==> config.mk <==
export PLATFORM = sky130hd
export DESIGN_NAME = ftoi_pipe
export DESIGN_NICKNAME = d
export VERILOG_FILES = /design/src/rtl/fpu_pkg.sv /design/src/rtl/rshift_sticky.sv /design/src/rtl/ftoi_pipe.sv
export SDC_FILE = /design/constraint.sdc
export NUM_CORES = 1
export LEC_CHECK = 0
export CORE_UTILIZATION = 53
export CTS_CLUSTER_DIAMETER = 60
export DETAILED_ROUTE_END_ITERATION = 8
export PLACE_DENSITY = 0.78
export SLEW_MARGIN = 20
export SYNTH_ARGS = -nofsm -noshare
export SYNTH_HDL_FRONTEND = slang
export SYNTH_HIERARCHICAL = 1
export SYNTH_SLANG_ARGS = --single-unit
==> constraint.sdc <==
create_clock -name clk -period 5.2 [get_ports clk]
set_input_delay 0.78 -clock clk [delete_from_list [all_inputs] [get_ports clk]]
set_output_delay 0.78 -clock clk [all_outputs]
set_load 0.1 [all_outputs]
==> src/rtl/fpu_pkg.sv <==
// Shared FPU definitions: IEEE-754 single field layout, int32 limits,
// rounding-mode codes, the ftoi operand classes and float field helpers.
package fpu_pkg;

    localparam int EXP_W    = 8;
    localparam int FRAC_W   = 23;
    localparam int EXP_BIAS = 127;

    localparam logic [31:0] INT_MAX = 32'h7FFF_FFFF;
    localparam logic [31:0] INT_MIN = 32'h8000_0000;

    localparam int RND_RNE = 0;
    localparam int RND_RTZ = 1;

    // Biased-exponent thresholds for the ftoi datapath.
    localparam logic [EXP_W-1:0] EXP_RSH_MIN = 8'd126;  // 0.5 <= |x|
    localparam logic [EXP_W-1:0] EXP_LSH_MIN = 8'd150;  // mantissa already integral
    localparam logic [EXP_W-1:0] EXP_OVF_MIN = 8'd158;  // |x| >= 2^31
    localparam logic [EXP_W-1:0] EXP_SPECIAL = 8'hFF;   // inf / NaN

    // -2^31 is the single finite value with e == 158 that still fits in int32.
    localparam logic [31:0] F_INT_MIN = 32'hCF00_0000;

    typedef enum logic [2:0] {
        CLS_ZERO    = 3'd0,
        CLS_RSHIFT  = 3'd1,
        CLS_LSHIFT  = 3'd2,
        CLS_INT_MIN = 3'd3,
        CLS_OVF     = 3'd4,
        CLS_NAN     = 3'd5
    } ftoi_cls_e;

    typedef struct packed {
        logic              sign;
        logic [EXP_W-1:0]  exp;
        logic [FRAC_W-1:0] frac;
    } float_t;

    // Decoded operand held in the first pipeline stage.
    typedef struct packed {
        logic          sign;
        ftoi_cls_e     cls;
        logic [4:0]    shamt;
        logic [FRAC_W:0] man;
    } ftoi_s1_t;

    function automatic float_t f_unpack(input logic [31:0] f);
        return float_t'(f);
    endfunction

    // Mantissa with the hidden bit restored (zero for denormals / zero).
    function automatic logic [FRAC_W:0] f_man(input logic [EXP_W-1:0] e,
                                              input logic [FRAC_W-1:0] frac);
        return {(e != 8'd0), frac};
    endfunction

endpackage

==> src/rtl/rshift_sticky.sv <==
// 24-bit mantissa right shifter returning the kept integer bits, the guard
// bit (first dropped bit) and the sticky OR of every bit below the guard.
// Purely combinational; shift amounts 1..24 are expected.
module rshift_sticky
    import fpu_pkg::*;
(
    input  logic [FRAC_W:0] man_i,
    input  logic [4:0]      shamt_i,
    output logic [FRAC_W:0] shifted_o,
    output logic            guard_o,
    output logic            sticky_o
);

    logic [48:0] wide_s;

    // Shift the mantissa into a 49-bit window so every dropped bit is kept below it.
    always_comb begin
        wide_s    = {man_i, 25'd0} >> shamt_i;
        shifted_o = wide_s[48:25];
        guard_o   = wide_s[24];
        sticky_o  = |wide_s[23:0];
    end

endmodule

==> src/rtl/ftoi_pipe.sv <==
// Pipelined single-precision float to int32 converter.
// S1 register: unpack/classify; S2 logic: shift, round, negate into the
// output register. Two-cycle latency, 1 op/cycle, whole pipe stalls together.
// Build option: define FTOI_SAT_EN to saturate overflows (+ -> INT_MAX,
// - -> INT_MIN, NaN -> 0) instead of returning INT_MIN for every overflow.
module ftoi_pipe
    import fpu_pkg::*;
#(
    parameter int RND_MODE = 0
)(
    input  logic        clk,
    input  logic        reset,
    input  logic        in_valid,
    output logic        in_ready,
    input  logic [31:0] op,
    output logic        out_valid,
    input  logic        out_ready,
    output logic [31:0] result,
    output logic        ovf
);

    logic            advance_s;
    float_t          op_f_s;
    ftoi_s1_t        dec_s;

    ftoi_s1_t        s1_q, s1_d;
    logic            s1_valid_q, s1_valid_d;
    logic            out_valid_q, out_valid_d;
    logic [31:0]     result_q, result_d;
    logic            ovf_q, ovf_d;

    logic [FRAC_W:0] shifted_s;
    logic            guard_s;
    logic            sticky_s;
    logic            round_inc_s;
    logic [31:0]     mag_s;
    logic [31:0]     signed_s;
    logic [31:0]     conv_res_s;
    logic            conv_ovf_s;

    // Global stall: everything moves only when the output slot can be freed.
    always_comb begin
        advance_s = ~out_valid_q | out_ready;
    end

    assign in_ready  = advance_s;
    assign out_valid = out_valid_q;
    assign result    = result_q;
    assign ovf       = ovf_q;

    // S1 decode: classify the operand and precompute the shift distance.
    // Shift amounts use modular arithmetic on the low exponent bits:
    // (150 - e) mod 32 == 22 - e[4:0], (e - 150) mod 8 == e[2:0] - 6.
    always_comb begin
        op_f_s      = f_unpack(op);
        dec_s.sign  = op_f_s.sign;
        dec_s.man   = f_man(op_f_s.exp, op_f_s.frac);
        dec_s.shamt = 5'd0;
        dec_s.cls   = CLS_ZERO;
        if (op_f_s.exp == EXP_SPECIAL) begin
            if (op_f_s.frac != 23'd0) begin
                dec_s.cls = CLS_NAN;
            end else begin
                dec_s.cls = CLS_OVF;
            end
        end else if (op == F_INT_MIN) begin
            dec_s.cls = CLS_INT_MIN;
        end else if (op_f_s.exp >= EXP_OVF_MIN) begin
            dec_s.cls = CLS_OVF;
        end else if (op_f_s.exp >= EXP_LSH_MIN) begin
            dec_s.cls   = CLS_LSHIFT;
            dec_s.shamt = {2'b00, op_f_s.exp[2:0] - 3'd6};
        end else if (op_f_s.exp >= EXP_RSH_MIN) begin
            dec_s.cls   = CLS_RSHIFT;
            dec_s.shamt = 5'd22 - op_f_s.exp[4:0];
        end else begin
            dec_s.cls = CLS_ZERO;
        end
    end

    // S1 next state: load a new op on advance, otherwise hold.
    always_comb begin
        s1_d       = s1_q;
        s1_valid_d = s1_valid_q;
        if (advance_s) begin
            s1_d       = dec_s;
            s1_valid_d = in_valid;
        end else begin
            s1_d       = s1_q;
            s1_valid_d = s1_valid_q;
        end
    end

    rshift_sticky u_rsh (
        .man_i     (s1_q.man),
        .shamt_i   (s1_q.shamt),
        .shifted_o (shifted_s),
        .guard_o   (guard_s),
        .sticky_o  (sticky_s)
    );

    // Rounding increment: nearest-even uses guard/sticky/lsb, truncation never rounds.
    always_comb begin
        round_inc_s = 1'b0;
        if (RND_MODE == RND_RNE) begin
            round_inc_s = guard_s & (sticky_s | shifted_s[0]);
        end else begin
            round_inc_s = 1'b0;
        end
    end

    // S2 magnitude and sign: |x| < 2^31 for all in-range classes, so a 32-bit
    // negate is exact and no rounding carry can reach bit 31.
    always_comb begin
        mag_s = 32'd0;
        case (s1_q.cls)
            CLS_RSHIFT: mag_s = {8'd0, shifted_s} + {31'd0, round_inc_s};
            CLS_LSHIFT: mag_s = {8'd0, s1_q.man} << s1_q.shamt[2:0];
            default:    mag_s = 32'd0;
        endcase
        if (s1_q.sign) begin
            signed_s = 32'd0 - mag_s;
        end else begin
            signed_s = mag_s;
        end
    end

    // S2 result select including overflow / special-value policy.
    always_comb begin
        conv_res_s = 32'd0;
        conv_ovf_s = 1'b0;
        case (s1_q.cls)
            CLS_ZERO: begin
                conv_res_s = 32'd0;
                conv_ovf_s = 1'b0;
            end
            CLS_RSHIFT, CLS_LSHIFT: begin
                conv_res_s = signed_s;
                conv_ovf_s = 1'b0;
            end
            CLS_INT_MIN: begin
                conv_res_s = INT_MIN;
                conv_ovf_s = 1'b0;
            end
            CLS_OVF: begin
                conv_ovf_s = 1'b1;
`ifdef FTOI_SAT_EN
                conv_res_s = s1_q.sign ? INT_MIN : INT_MAX;
`else
                conv_res_s = INT_MIN;
`endif
            end
            CLS_NAN: begin
                conv_ovf_s = 1'b1;
`ifdef FTOI_SAT_EN
                conv_res_s = 32'd0;
`else
                conv_res_s = INT_MIN;
`endif
            end
            default: begin
                conv_res_s = 32'd0;
                conv_ovf_s = 1'b0;
            end
        endcase
    end

    // Output register next state: capture S2 on advance, hold while stalled.
    always_comb begin
        out_valid_d = out_valid_q;
        result_d    = result_q;
        ovf_d       = ovf_q;
        if (advance_s) begin
            out_valid_d = s1_valid_q;
            if (s1_valid_q) begin
                result_d = conv_res_s;
                ovf_d    = conv_ovf_s;
            end else begin
                result_d = result_q;
                ovf_d    = ovf_q;
            end
        end else begin
            out_valid_d = out_valid_q;
        end
    end

    // Pipeline registers with synchronous reset discarding in-flight ops.
    always_ff @(posedge clk) begin
        if (reset) begin
            s1_q        <= '0;
            s1_valid_q  <= 1'b0;
            out_valid_q <= 1'b0;
            result_q    <= 32'd0;
            ovf_q       <= 1'b0;
        end else begin
            s1_q        <= s1_d;
            s1_valid_q  <= s1_valid_d;
            out_valid_q <= out_valid_d;
            result_q    <= result_d;
            ovf_q       <= ovf_d;
        end
    end

endmodule

* After elaboration in Yosys (flattened, before gate mapping) *
Index checks and enable logic that the tools add are counted.

operators by class
  add/subtract/negate cells = 4
  magnitude comparators = 3
  equal/unequal tests = 7
  shift-type cells = 2
  muxes and demuxes = 14
  bitwise operators = 4
  reduce and logical (&&, ||, !) cells = 7

operator list
  cell                                                                                  number
  32-bit case mux with 2 select lines                                                   2
  49-bit by 5-bit >> shifter with 49-bit output                                         1
  32-bit equality test (second input constant)                                          1
  32-bit two-way mux                                                                    1
  24-bit by 3-bit left shift with 32-bit output                                         1
  1-bit by 32-bit subtractor with 32-bit output (first input constant)                  1
  24-bit by 1-bit adder with 25-bit output                                              1
  24-bit OR reduction                                                                   1
  23-bit nonzero test                                                                   1
  5-bit two-way mux                                                                     4
  8-bit greater-or-equal comparator (second input constant)                             2
  3-bit two-way mux                                                                     3
  8-bit equality test (second input constant)                                           1
  8-bit by 7-bit greater-or-equal comparator with 1-bit output (second input constant)  1
  8-bit two-way mux                                                                     1
  8-bit nonzero test                                                                    1
  3-bit by 2-bit equality test with 1-bit output (second input constant)                2
  3-bit equality test (second input constant)                                           2
  5-bit subtractor (first input constant)                                               1
  2-bit OR reduction                                                                    2
  3-bit by 1-bit equality test with 1-bit output (second input constant)                1
  1-bit two-way mux                                                                     3
  3-bit OR reduction                                                                    1
  3-bit subtractor (second input constant)                                              1
  4 further kinds                                                                       5

word-level totals
  register bits = 68
  input bits = 36
  output and inout port bits = 35

* Longest topological paths before layout *
Gate-level depths: netlist of run 1.

  depth after elaboration = 9
  depth in mapped cells = 22

* Hierarchy *
Netlist of run 1, hierarchy kept.

modules (own cells, without submodules)
  module         instances  cells each  area an instance (µm²)  seq. area each (µm²)
  ftoi_pipe      1          678         5207.5                  1361.3
  rshift_sticky  1          180         1587.8                  0.0

* Worst setup path before layout of run 1 *
Ideal clock, no wire load.

  path type = register to register
  from = reg s1_q[24] in the netlist's numbering
  to = reg result_q[30] (netlist: result[30])
  library setup time = 0.125 ns
  arrival time = 4.855 ns
  required time = 5.075 ns
  slack = 0.220 ns
  stages on the path, launching flop included = 22
  buffers on the path = 4
  period minus slack after synthesis = 4.980 ns
  path through = dfxtp_1 -> buf_6 -> buf_6 -> buf_2 -> buf_2 -> mux2i_1 -> mux4_2 -> mux2_2 -> nand4_1 -> o41ai_2 -> nand3_1 -> o21a_1 -> ha_1 -> nand4_1 -> nor4_4 -> a21oi_1 -> or3_1 -> a2111oi_4 -> nand4_2 -> o41ai_2 -> xnor2_1 -> o21ai_1

between the ends
  longest elaborated chain between the ends = 9
  elaborated cells on any way between the ends = 10
  classes of those cells = 2 x add/sub; 2 x shift; 3 x mux; 2 x bitwise; 1 x reduce/logical

ends and longest elaborated chain
  what                                           line                 text
  start, declared                                ftoi_pipe.sv:26      ftoi_s1_t s1_q, s1_d;
  start signal, assigned                         ftoi_pipe.sv:190     s1_q <= '0;
  start signal, assigned                         ftoi_pipe.sv:196     s1_q <= s1_d;
  49-bit by 5-bit >> shifter with 49-bit output  rshift_sticky.sv:18  wide_s = {man_i, 25'd0} >> shamt_i;
  24-bit OR reduction                            rshift_sticky.sv:21  sticky_o = |wide_s[23:0];
  net sticky_s                                   ftoi_pipe.sv:34      logic sticky_s;
  1-bit OR                                       ftoi_pipe.sv:106     round_inc_s = guard_s & (sticky_s | shifted_s[0]);
  1-bit bitwise AND                              ftoi_pipe.sv:106
  24-bit by 1-bit adder with 25-bit output       ftoi_pipe.sv:117     CLS_RSHIFT: mag_s = {8'd0, shifted_s} + {31'd0, round_inc_s};
  32-bit case mux with 2 select lines            ftoi_pipe.sv:116     case (s1_q.cls)
  1-bit by 32-bit subtractor with 32-bit output  ftoi_pipe.sv:122     signed_s = 32'd0 - mag_s;
  32-bit two-way mux                             ftoi_pipe.sv:121     if (s1_q.sign) begin
  32-bit case mux with 2 select lines            ftoi_pipe.sv:132     case (s1_q.cls)
  end signal, assigned                           ftoi_pipe.sv:199     result_q <= result_d;
  end, declared                                  ftoi_pipe.sv:29      logic [31:0] result_q, result_d;

The timed path passes the listed nets, and every way through them passes these cells.
A chain may end at the register's enable or synchronous reset.

* Final worst setup path of run 1 *
  from = reg s1_q[24] in the netlist's numbering
  to = reg result_q[31] (netlist: result[31])

The elaborated chain is that of the path after synthesis.

==> results of run 1 <==
==> critical path, delay by kind of cell (launching register included) <==
kind | cells | cell delay [ns]
flops | 1 | 0.39
mux | 2 | 1.04
fa+ha+maj | 1 | 0.17
compound gates | 6 | 1.47
simple gates | 8 | 1.60
buf+inv | 3 | 0.49
==> path summary, 6_finish.rpt <==
kind | from | end | slack (ns)
worst max-delay path | s1_q[24] | result[31] | -0.09
worst min-delay path | result[18] | result[18] | 0.44
worst max register to register | s1_q[24] | result[31] | -0.09
worst min register to register | result[18] | result[18] | 0.44
==> flip-flops by register name, indices dropped and copies added, names as in the netlist <==
register    count
ovf             1
s1_valid_q      1
s1_q           33
result         32
out_valid       1
==> what timing repair did <==
item | in CTS | in global routing
endpoints found under the setup margin | 1 | 19
pin swaps | 4 | 23
gates cloned | 0 | 0
buffers inserted | 8 | 9
gates resized for setup | 6 | 25
==> cell type report <==
| class | instances | area share, % |
|---|---|---|
| flip-flops and latches | 68 | 15.8 |
| multi-input cells | 713 | 60.8 |
| clock buffers | 12 | 2.85 |
| clock inverters | 4 | 0.840 |
| well taps | 168 | 2.43 |
| inverters | 13 | 0.565 |
| repair buffers | 163 | 16.7 |
==> power breakdown <==
group	switching [uW]	internal [uW]	total, uW
clock network	220	432	652
logic	374	274	648
registers	45.0	541	586
==> metrics by stage <==
stage | util [%] | setup slack, ns | std cells | TNS [ns] | area, um^2
4_1_cts | 69.1 | 0.0804 | 1132 | 0 | 8470
2_1_floorplan | - | 0.220 | 858 | 0 | 6800
3_3_place_gp | 65.6 | 0.0726 | 1108 | 0 | 8040
5_1_grt | 70.5 | -0.295 | 1141 | -1.13 | 8640
3_5_place_dp | 65.6 | -0.0260 | 1108 | -0.0260 | 8040
6_report | 70.5 | -0.0930 | 1141 | -0.0968 | 8640
==> logic make-up (layout without fill, tap and decap cells) <==
logic type,after synthesis,count (layout)
flip-flops,68,68
XOR/XNOR,46,46
multiplexers,90,90
AO/OA/AOI/OAI,214,214
buffers and inverters,77,192
AND/OR/NAND/NOR,354,354
adder cells (fa/ha/maj),9,9
==> layer usage <==
layer,vias to the layer above,GRT usage [%]
met5,-,0
met4,0,17.1
met3,103,7.80
met2,458,54.8
met1,3654,45.7
li1,3449,-
==> synthesized netlist by cell type, drive strengths merged (15+ instances only) <==
cell    count
nor2       64
nand2     130
a22oi      28
mux4       36
nor3       15
mux2       15
nand4      22
dfxtp      68
o21ai      57
mux2i      39
clkbuf     48
nand3      27
a21oi      55
nor4       17
xor2       21
xnor2      25
buf        16
==> qor.yml, run 1 <==
slew_headroom_pct: 33.2
die_x_um: 115
fp.dieH_um: 115
yosys.area_share.xor_xnor_pct: 5.93
fmax_mhz: 189
nets: 1013
dp_hpwl_mm: 17.0
violations: "negative setup slack"
crit_arrival_ns: 5.52
grt_usage_pct: 35.0
synth_simple_gate_area_share_pct: 26.5
avgSynthCellArea_um2: 7.92
criticalPathCategory: "reg -> reg"
num_vias: 7664
placementRows: 40
worstPathRequired_ns: 5.43
synthMuxAreaShare_pct: 20.2
hold-worst-slack_ns: 0.444
root_buffer: "clkbuf_16"
endpoint_kind: "flop"
drive_gt1_share_pct: 20.2
yosys_warnings: 6
ys_seq_elements: 68
synthArstFlopShare_pct: 0
synth_edf_count: 0
area.growth.synth_to_final_pct: 27.2
synth-adder-area-share_pct: 1.66
cts_buffer_depth: 2
fin_crit_ns: 5.29
cp_slowest_stage_delay_ns: 0.54
critPathLaunchType: "flop"
coreArea_um2: 12300
wl_per_cell_um: 20.4
drt_iter0_drc: 927
synth.area.top_cells: "dfxtp_1 (20%), mux4_2 (12%), nand2_1 (7.2%), mux2i_1 (5.7%), a21oi_1 (4.1%)"
power_density_nw_per_um2: 218
io_buffers: 70
first_pass_iters: 5
die-area_um2: 13300
ant_nets: 0
synth.cell_area_um2: 6800
layout_common_cells: "nand2_1 (130), buf_4 (88), clkdlybuf4s50_1 (69)"
peakVddDrop_mv: 0.244
status: "finished with violations"
top_layer: "met4"
synth_nets: 903
ctsHtreeMaxLevel: 3
cts_tree: "yes"
met3_length_mm: 2.35
cp_cell_sequence: "buf_8 > mux4_2 > mux4_2 > and4b_1 > o211ai_1 > o41ai_2 > nand3_1 > o21a_2 > ha_4 > nand4_1 > buf_4 > nor4_4 > and3_1 > or3_4 > a2111oi_4 > nand4_2 > buf_6 > nor4_2 > a21oi_1 > o21a_1"
synth_top_area_share_pct: 20.0
fin_worst_skew_ns: 0.00511
grt_pass1_vias: 6744
cts.sinks: 68
total_power_uw: 1890
num_io_pins: 71
crit_fanout: 8
met1Wirelength_mm: 9.23
tightest_slew_ns: 0.998
n_antenna_cell: 0
totalWireLength_mm: 23.3
synth_top_family_by_area: "simple AND/OR/NAND/NOR gates"
synth.yosys.seq_area_share_pct: 20.0
hold_depth: 2
fillerInstances: 973
max_cap_viol_count: 0
wl_met2_mm: 10.6
finalHoldViolCount: 0
multiInputGateArea_um2: 5260
route.detailed.drc: 0
final_common_cell: "nand2_1"
hp-class: "reg -> reg"
vias_per_cell: 6.72
fin_crit_sh_pct: 102
worst_path_max_delay_cell: "mux4_2"
synth_cells: 858
setup_viol_count_final: 2
antenna_found_initial: 0
clock_latency_ns: 0.33
gp_congestion: 1.01
maxSlewViolCount: 0
synth_top_cell_by_area: "dfxtp_1"
grt_start_max_net_pins: 51
power_leakage_uw: 0.00323
seqCellArea_um2: 1370
rsz0062_at_grt: "yes"
grt.overflow.total: 0
synth_flop_cell: "dfxtp_1"
hold_buffers: 0
ys_types: 76
synth-compound-area-share_pct: 20.8
r2r_cells: 20
clk_pin_slew_worst_paths_ns: 0.06
initial_core_util_pct: 55.4
cts_buffers: 9
cp_common_cell: "mux4_2"
grt_pass1_wl_mm: 35.7
setup_slack_ns: -0.0930
(Power assumes the default switching activity.)
==> run 2: changes to the inputs <==
- CORE_UTILIZATION: 53 -> 54
- PLACE_DENSITY: 0.78 -> 0.79
- SYNTH_HIERARCHICAL: 1 -> default
==> run 2 against run 1 <==
The run now ends clean. Sequential power is essentially flat. Flip-flop and latch count is the same. Die area grew 5.1%. Non-clock buffer count shrank 39. Routed wire length grew 6.1%. Maximum frequency grew 7.7%. Clock skew grew 0.0042 ns. Worst hold slack lost 0.0041 ns. Design area shrank 0.59%. Worst setup slack gained 0.38 ns. Combinational power is essentially flat. Largest cell class unchanged. Largest power group is now combinational logic.
==> qor.yml, run 2 <==
place_ws_ns: 0.263
synth_nets: 1019
placementRows: 42
clk_pin_slew_worst_paths_ns: 0.06
layout_common_cells: "nand2_1 (144), nor2_1 (85), a21oi_1 (68), clkdlybuf4s50_1 (68), dfxtp_1 (66)"
grt_start_max_net_pins: 53
largest-register: "s1_q"
drt_iter0_drc: 1123
max_cap_viol_count: 0
grt_pass1_vias: 7512
vias_per_cell: 6.69
use_met1_pct: 46.4
critPathLaunchType: "flop"
crit_arrival_ns: 5.13
yosysMostFrequentCell: "nand2_1"
antenna_found_initial: 0
root_buffer: "clkbuf_16"
n_antenna_cell: 0
synth_common_cells: "nand2_1 (144), nor2_1 (85), a21oi_1 (68), dfxtp_1 (68)"
totalWireLength_mm: 24.7
fp.dieH_um: 118
power_leakage_uw: 0.00321
fin_crit_sh_pct: 94.5
num_vias: 8125
synth_cells: 975
area.growth.synth_to_final_pct: 18.0
status: "complete, no violations"
tightest_slew_ns: 1.05
grt_usage_pct: 35.7
setup-tns-final_ns: 0
die_x_um: 118
nets: 1077
synth.area.top_cells: "dfxtp_1 (19%), nand2_1 (7.4%), mux2i_1 (6.2%), mux4_2 (5.9%), a21oi_1 (4.7%)"
clock_latency_ns: 0.35
fin_crit_ns: 4.91
synth_flop_cell: "dfxtp_1"
synth_top_cell_by_area: "dfxtp_1"
cts_tree: "yes"
finalHoldViolCount: 0
synth.yosys.seq_area_share_pct: 18.7
maxSlewViolCount: 0
setup_viol_count_final: 0
cts_buffer_depth: 2
hold_buffers: 0
criticalPathCategory: "reg -> reg"
gp_congestion: 1.02
peakVddDrop_mv: 0.216
ctsHtreeMaxLevel: 3
hold-worst-slack_ns: 0.440
met3_usage_pct: 6.83
synth_top_area_share_pct: 18.7
hp-class: "reg -> reg"
busiest_layer: "met2"
power_density_nw_per_um2: 215
avgSynthCellArea_um2: 7.47
fin_worst_skew_ns: 0.00930
endpoint_kind: "flop"
initial_core_util_pct: 55.2
first_pass_iters: 7
rsz0062_at_grt: "no"
synth.cell_area_um2: 7280
io_buffers: 70
num_io_pins: 71
ys_types: 87
die-area_um2: 13900
synthArstFlopShare_pct: 0
ant_nets: 0
yosys_warnings: 0
route.detailed.drc: 0
dp_hpwl_mm: 18.5
synth_edf_count: 0
coreArea_um2: 13200
wl_per_cell_um: 20.3
cts.sinks: 68
largest_reg_flops: 33
setup_slack_ns: 0.285
slew_headroom_pct: 29.7
grt_pass1_wl_mm: 39.6
drive_gt1_share_pct: 14.1
final_common_cell: "nand2_1"
use_met2_pct: 56.1
ys_seq_elements: 68
crit_fanout: 24
cts_buffers: 9
worstPathRequired_ns: 5.41
fmax_mhz: 203
grt.overflow.total: 0
## run 2: cells by family (layout without fill, tap and decap cells)
logic type      Yosys count  after routing  share of synthesized area, %
simple gates            403            403                          27.9
compound gates          275            275                          26.0
xor+xnor                 32             32                          3.85
buf+inv                  98            161                          5.95
mux                      91             91                          16.3
flops                    68             68                          18.7
fa+ha+maj                 8              8                          1.38
## run 2: power breakdown
group	internal, uW	switching (uW)	leakage, uW
Clock	371	240	0.000143
Sequential	541	48.4	0.000558
Combinational	254	391	0.00251
Total	1170	680	0.00321
## run 2: worst max-delay path, cell delays in order, from the launching register on
cell,delay (ns)
dfxtp_2,0.65
mux4_2,0.64
a32o_1,0.25
nand3_1,0.20
and2_1,0.18
inv_1,0.06
ha_1,0.21
or3_1,0.38
a32o_1,0.34
a2111o_1,0.49
nor4_4,0.38
nand3_2,0.25
o41ai_1,0.48
xor2_1,0.19
o21ai_1,0.07
## run 2: metrics by stage
stage | util [%] | std cells | area, um^2 | total power (uW)
final | 65.1 | 1214 | 8590 | 1850
after global routing | 65.1 | 1214 | 8590 | 1920
after detailed placement | 62.7 | 1197 | 8270 | 1220
after global placement | 62.7 | 1197 | 8270 | 1220
after floorplan | - | 975 | 7280 | 1020
after CTS | 64.9 | 1213 | 8570 | 1830
## run 2: worst paths after layout
kind | startpoint | endpoint | slack (ns) | depth (start not counted)
worst max-delay path | s1_q[24] | result[21] | 0.29 | 14
worst min-delay path | result[16] | result[16] | 0.44 | 2
worst max register to register | s1_q[24] | result[21] | 0.29 | 14
worst min register to register | result[16] | result[16] | 0.44 | 2
## run 2: layout make-up
cell class | instances | area, um^2
clock buffers | 10 | 229
inverters | 21 | 78.8
flip-flops and latches | 68 | 1370
fillers | 1153 | 4600
repair buffers | 124 | 1130
well taps | 176 | 220
multi-input cells | 809 | 5500
clock inverters | 6 | 62.6
## run 2: layer usage
layer	vias to the layer above	routed length [um]
met1	3707	9920
met2	512	11000
li1	3789	-
met4	0	1300
met3	117	2460
met5	-	0
## run 2: what timing repair did
action                                  in CTS  in global routing
hold endpoints to repair                     0                  0
setup buffers                                0                  1
endpoints found under the setup margin       0                 13
resized for setup                            0                  2
